**src/rtl/ioctl_upload_reader.sv**
```systemverilog
// HPS upload read-back: serves ioctl reads from the shared cartridge dpram port,
// stalling the HPS with ioctl_wait and padding reads past the end of the image.
module ioctl_upload_reader #(
  parameter int          AW     = 15,
  parameter int          RD_LAT = 1,
  parameter logic [7:0]  PAD    = 8'hFF
) (
  input  logic          clk_sys,
  input  logic          reset_n,
  input  logic          ioctl_upload,
  input  logic          ioctl_rd,
  input  logic [24:0]   ioctl_addr,
  input  logic [AW:0]   data_size,
  input  logic          mem_busy,
  input  logic [7:0]    mem_q,
  output logic [7:0]    ioctl_din,
  output logic          ioctl_wait,
  output logic [AW-1:0] mem_addr,
  output logic          mem_rd,
  output logic [AW:0]   byte_count,
  output logic          upload_done,
  output logic          err_overrun
);

  localparam logic [2:0] S_IDLE  = 3'd0;
  localparam logic [2:0] S_ARB   = 3'd1;
  localparam logic [2:0] S_ISSUE = 3'd2;
  localparam logic [2:0] S_LAT   = 3'd3;
  localparam logic [2:0] S_CAP   = 3'd4;

  // LAT occupies RD_LAT-1 cycles; the counter holds the remaining extra cycles
  localparam logic [1:0] LAT_INIT = (RD_LAT > 1) ? 2'(RD_LAT - 2) : 2'd0;

  logic [2:0]    state;
  logic [1:0]    lat_cnt;
  logic [AW-1:0] addr_q;
  logic          upload_d;
  logic [7:0]    din_q;
  logic [AW:0]   count_q;
  logic          done_q;
  logic          err_q;

  logic          strobe;
  logic          in_range;
  logic          rise;
  logic          fall;
  logic          count_inc;
  logic [AW:0]   count_base;
  logic [AW:0]   count_next;

  assign strobe   = ioctl_upload & ioctl_rd;
  assign in_range = ioctl_addr < 25'(data_size);
  assign rise     = ioctl_upload & ~upload_d;
  assign fall     = ~ioctl_upload & upload_d;

  // A read completing in the same cycle the session restarts counts into the new session
  always_comb begin
    count_inc  = ((state == S_IDLE) & strobe & ~in_range) | ((state == S_CAP) & ~fall);
    count_base = rise ? '0 : count_q;
    count_next = count_base;
    if (count_inc && (count_base != '1))
      count_next = count_base + 1'b1;
  end

  always_ff @(posedge clk_sys or negedge reset_n) begin
    if (!reset_n) begin
      state    <= S_IDLE;
      lat_cnt  <= '0;
      addr_q   <= '0;
      upload_d <= 1'b0;
      din_q    <= '0;
      count_q  <= '0;
      done_q   <= 1'b0;
      err_q    <= 1'b0;
    end else begin
      upload_d <= ioctl_upload;
      done_q   <= fall;
      count_q  <= count_next;

      if (rise)
        err_q <= 1'b0;
      else if (strobe && (state != S_IDLE))
        err_q <= 1'b1;

      if (fall) begin
        state <= S_IDLE;
      end else begin
        case (state)
          S_IDLE: begin
            if (strobe) begin
              addr_q <= ioctl_addr[AW-1:0];
              if (in_range) state <= S_ARB;
              else          din_q <= PAD;
            end
          end
          S_ARB: begin
            if (!mem_busy) state <= S_ISSUE;
          end
          S_ISSUE: begin
            if (RD_LAT > 1) begin
              state   <= S_LAT;
              lat_cnt <= LAT_INIT;
            end else begin
              state <= S_CAP;
            end
          end
          S_LAT: begin
            if (lat_cnt == 2'd0) state <= S_CAP;
            else                 lat_cnt <= lat_cnt - 2'd1;
          end
          S_CAP: begin
            din_q <= mem_q;
            state <= S_IDLE;
          end
          default: state <= S_IDLE;
        endcase
      end
    end
  end

  assign ioctl_wait  = (state != S_IDLE) | (strobe & in_range);
  assign mem_rd      = (state == S_ISSUE);
  assign mem_addr    = addr_q;
  assign ioctl_din   = din_q;
  assign byte_count  = count_q;
  assign upload_done = done_q;
  assign err_overrun = err_q;

endmodule

```
**config.mk**
```make
export PLATFORM = sky130hd
export DESIGN_NAME = ioctl_upload_reader
export DESIGN_NICKNAME = d
export VERILOG_FILES = /design/src/rtl/ioctl_upload_reader.sv
export SDC_FILE = /design/constraint.sdc
export NUM_CORES = 1
export LEC_CHECK = 0
export BUFFER_PORTS_ARGS = -buffer_cell sky130_fd_sc_hd__buf_2
export CORE_UTILIZATION = 35
export CTS_CLUSTER_SIZE = 14
export DETAILED_ROUTE_END_ITERATION = 7
export HOLD_SLACK_MARGIN = 0.06
export PLACE_DENSITY_LB_ADDON = 0.2
export SLEW_MARGIN = 20
export SYNTH_ARGS = -nofsm -noshare
export SYNTH_HDL_FRONTEND = slang
export SYNTH_SLANG_ARGS = --single-unit
```
**constraint.sdc**
```tcl
create_clock -name clk_sys -period 2.3 [get_ports clk_sys]
set_input_delay 0.23 -clock clk_sys [delete_from_list [all_inputs] [get_ports clk_sys]]
set_output_delay 0.23 -clock clk_sys [all_outputs]
set_load 0.01 [all_outputs]
```
* Word-level counts from Yosys, hierarchy flattened *
Cells that the tools add are included.
W data, S select, Z words.

operators by class
  reductions and logical operators = 11
  bitwise operators = 14
  eq/ne operators = 11
  magnitude comparators = 1
  multiplexer cells = 13
  $add $sub $neg = 2

operator list
  operator                 number
  $mux W16                 2
  $lt A25 B16 Y1           1
  $add A16 B1 Y16 const B  1
  $mux W8                  2
  $ne A16 B16 Y1 const B   1
  $pmux W8 S2              1
  $mux W3                  5
  $ne A3 B3 Y1 const B     4
  $pmux W3 S4              1
  $reduce_and A4 Y1        2
  $and A1 B1 Y1            7
  $eq A3 B2 Y1 const B     2
  $reduce_and A3 Y1        2
  $not A1 Y1               5
  $ne A2 B2 Y1 const B     2
  $reduce_bool A2 Y1       2
  $eq A3 B1 Y1 const B     1
  $eq A3 B3 Y1 const B     1
  $logic_not A3 Y1         1
  $reduce_bool A3 Y1       1
  $logic_and A1 B1 Y1      2
  $logic_not A2 Y1         1
  $mux W1                  2
  $or A1 B1 Y1             2
  $sub A2 B1 Y2 const B    1

word-level totals
  output and inout bits = 43
  word-level logic and storage cells = 60
  register bits = 47
  input bits = 54

* Depth between registers and ports, before layout *
  depth in word-level cells = 7
  gate-level depth with buffers = 10
  depth with buffers taken out = 9

* Least setup slack after synthesis *
OpenSTA, ideal clock, no wires.

  path type = flip-flop to flip-flop
  start point = reg upload_d
  end point = reg count_q[1] (netlist: byte_count[1])
  data required time = 2.173 ns
  cell stages (with the launch flop) = 10
  slack = 0.272 ns
  period minus slack after synthesis = 2.028 ns
  buffers on the path = 0
  arrival time = 1.900 ns
  setup time = 0.127 ns
  cells stage by stage = dfrtp_1 nand2b_1 and2_1 ha_1 nand3_1 nor3_4 nand3_2 and2_4 nand2_1 mux2_1

between the ends
  longest elaborated chain between the ends = 6
  elaborated cells on any way between the ends = 11
  those cells by class = add/sub: 1; eq/ne: 1; mux: 2; bitwise: 6; reduce/logical: 1

ends and longest elaborated chain
  element                                                  RTL line  RTL
  start: declaration                                       37        logic upload_d;
  start signal: assignment                                 76        upload_d <= ioctl_upload;
  branches (longest 5 deep; another with $add A16 B1 Y16)  --
  $mux W16 *                                               61        if (count_inc && (count_base != '1))
  net count_next[1]                                        49        logic [AW:0] count_next;
  end signal: assignment                                   78        count_q <= count_next;
  end: declaration                                         39        logic [AW:0] count_q;

Mark *: on every way through the listed nets, which the timed path passes.
A chain may end at the register's enable or synchronous reset.

* Worst setup path in the final report *
Same ends and word-level chain as after synthesis.

==> run_results.csv <==
group,metric,value,unit
pwr,p_per_area,539,mW/mm2
place,dp_cells,482,
die,dieArea,0.00854,mm2
worst_hold_path,whs_path_depth,1,
synthesis,ys_async_sr_fraction,100,%
synthesis,netlist_instances,280,
synthesis,synth_edf_count,0,
worst_setup_path,crit_type,"flop to flop",
sta,slew_headroom,69.1,%
synthesis,syn_area,0.00286,mm2
worst_hold_path,min_from,"ioctl_upload",
sta,final_max_slew_viol_count,0,
worst_setup_path,path_max_fanout,6,
finish,layout_common_cells,"buf_2, dfrtp_1, nand2_1",
die,coreArea,0.00781,mm2
drt,totalWireLength,6.82,mm
run_status,status,"finished clean",
sta,setup_tns,0,ns
die,start_util,36.6,%
drt,vias_per_cell,4.98,
pwr,sw_frac_of_total,25.4,%
die,row_count,32,
clock_network,clock_sinks,47,
worst_hold_path,min_path_type,"primary input to flop",
pwr,seqPwrFrac,45.7,%
global_route,antenna_found_initial,0,
die,die_width,92.4,um
die,die_h,92.4,um
sta,final_hold_viol_count,0,
finish,final_common_cell,"buf_2",
die,io-pin-count,97,
clock_network,numCtsBuffers,5,
worst_setup_path,rr_endpoint,"byte_count[1]",
finish,instances_no_fill,492,
synthesis,ys_types,58,
drt,wl_per_cell,13.9,um
clock_network,max-clock-path-buffers,2,
drt,route.vias.total,2448,
sta,rsz0062_at_grt,"yes",
place,hpwl,5.36,mm
worst_setup_path,setup.worst_path.start,"upload_d",
place,port_buffers,96,
pwr,combPwrFrac,17.9,%
sta,min_period_over_period,92.1,%
finish,fin_nets,460,
finish,antenna_cells,0,
worst_setup_path,endpoint_kind,"flop",
drt,first_iter_violations,111,
sta,min_period,2.12,ns
synthesis,synth_ff_type,"dfrtp_1",
clock_network,htreeDepth,2,
place,place_congestion,0.788,
pwr,power.net_switching,0.000505,W
worst_setup_path,worstPathRequired,2.50,ns
worst_setup_path,r2r_cells,9,
sta,tightestPinTransition,0.463,ns
worst_setup_path,cp_cell_sequence,"nand2b_4 -> and2_1 -> ha_2 -> nand3_1 -> nor3_4 -> nand3_2 -> and2_4 -> nand2_1 -> mux2_1",
synthesis,synth_area_leader_cell,"dfrtp_1",
worst_setup_path,cp_slowest_cell,"dfrtp_1",
synthesis,yosysWarnings,0,
worst_setup_path,cpPeakStageDelay,0.36,ns
finish,drive_above_1_share,42.3,%
job,maxCapViolations,0,
worst_setup_path,cp.arrival,2.32,ns
clock_network,clkLatencyLatePin,0.31,ns
pwr,power_leakage,1.80,nW
global_route,track_usage,16.8,%
sta,setup_viol,0,
drt,route.detailed.drc,0,
clock_network,cts_tree,"built",
sta,timing.fmax,472,MHz
clock_network,cts_root_buffer,"clkbuf_8",
synthesis,synth.net_count,351,
pwr,internal-power,0.00149,W
synthesis,synthTopCellsByArea,"dfrtp_1, ha_1, mux2_2, nand2_1, inv_1",
global_route,grt_max_degree,48,
pwr,clkPwrFrac,36.5,%
global_route,gr-total-overflow,0,
synthesis,ys_ff_latch,47,
clock_network,clk_pin_slew,0.09,ns
finish,syn_to_final_growth,29.2,%
global_route,grt_pass1_vias,2392,
global_route,grt_pass1_wl,11.4,mm
worst_setup_path,cp-start-kind,"flop",
drt,drt.antenna.violating_nets,0,
worst_setup_path,regToRegSetupSlack,0.18,ns
worst_hold_path,min_to,"upload_d",
sta,fin_skew,0.00794,ns
drt,first_pass_iters,4,
synthesis,synth.avg_cell_area,10.2,um2
pwr,ir_drop,0.234,mV
synthesis,seq_area_frac_synth,41.1,%
synthesis,yosysTopAreaCellShare,41.1,%
worst_setup_path,rr_startpoint,"upload_d",
-- logic make-up after synthesis --
| logic type | after synthesis | synth area share (%) |
|---|---|---|
| AO/OA/AOI/OAI | 47 | 12.9 |
| XOR/XNOR | 7 | 2.14 |
| adder cells (fa/ha/maj) | 17 | 7.44 |
| buffers and inverters | 33 | 5.29 |
| flip-flops | 47 | 41.1 |
| multiplexers | 18 | 7.00 |
| AND/OR/NAND/NOR | 111 | 24.1 |
-- repair_timing --
action                                 in CTS  in global routing
resized for setup                           0                  4
endpoints found under the hold margin      47                  0
buffers inserted                            0                  1
hold buffers                                1                  0
setup endpoints to repair                   0                  3
-- Yosys cell counts (4+ instances only) --
cell	instances
clkbuf_1	4
o21ai_0	4
nand2_1	28
mux2_2	15
inv_1	21
and3_1	9
nor2_1	15
nand3_2	6
a31oi_1	5
nand2b_1	4
xor2_1	5
nand4_1	8
o21a_1	8
dfrtp_1	47
ha_1	17
nand4b_1	8
buf_4	5
nand3_1	4
a21oi_1	11
nor3_1	5
-- critical path, delay by kind of cell, from the launching register on --
| kind | cells | cell delay (ns) |
|---|---|---|
| adders and majority gates | 1 | 0.18 |
| DFF | 1 | 0.36 |
| muxes | 1 | 0.33 |
| and+or+nand+nor | 7 | 1.15 |
-- worst max path at each step --
| stage | endpoint | slack, ns | depth (start not counted) |
|---|---|---|---|
| 4_1_cts | ioctl_wait | 0.19 | 8 |
| 3_5_place_dp | ioctl_din[2] | 0.10 | 8 |
| 3_3_place_gp | ioctl_din[4] | 0.17 | 8 |
| 5_1_grt | byte_count[1] | -0.008 | 9 |
| 6_report | byte_count[1] | 0.18 | 9 |
| 2_1_floorplan | byte_count[1] | 0.27 | 9 |
-- registers in the layout, summed over array words and instances (netlist names) --
signal	count
ioctl_din	8
mem_addr	15
state	3
lat_cnt	2
upload_done	1
byte_count	16
err_overrun	1
upload_d	1
-- cell type report --
cell class / instances / area, um2
multi-input cells: 200 / 1550
repair buffers: 113 / 623
inverters: 22 / 82.6
flip-flops and latches: 47 / 1180
fillers: 770 / 4110
well taps: 102 / 128
clock inverters: 3 / 67.6
clock buffers: 5 / 68.8
-- metrics by stage --
stage	setup slack (ns)	util [%]	area, um2	power (W)	hold WS, ns
floorplan	0.272	-	2860	0.00111	-0.0656
global route	-0.00775	47.3	3690	0.00210	0.125
detailed placement	0.100	45.1	3520	0.00128	0.235
global placement	0.173	45.1	3520	0.00127	0.234
finish	0.181	47.3	3690	0.00199	0.127
CTS	0.187	47.0	3670	0.00202	0.0953
-- power by group through the flow --
stage | Combinational (W) | Clock (W) | Sequential (W)
after detailed placement | 0.000356 | 0 | 0.000926
after global routing | 0.000399 | 0.000785 | 0.000920
after CTS | 0.000358 | 0.000755 | 0.000910
final | 0.000356 | 0.000726 | 0.000910
after global placement | 0.000347 | 0 | 0.000925
after floorplan | 0.000160 | 0 | 0.000951
-- routing by layer --
layer	up-vias	share of wire (%)	wire length [um]	global-route usage, %
met3	8	4.7	323	2.96
li1	1225	-	-	-
met1	1154	46	3130	22.0
met2	61	48	3290	28.4
met4	0	1.2	85	4.56
met5	-	0	0	0
Power figures use the tool's default switching activity.
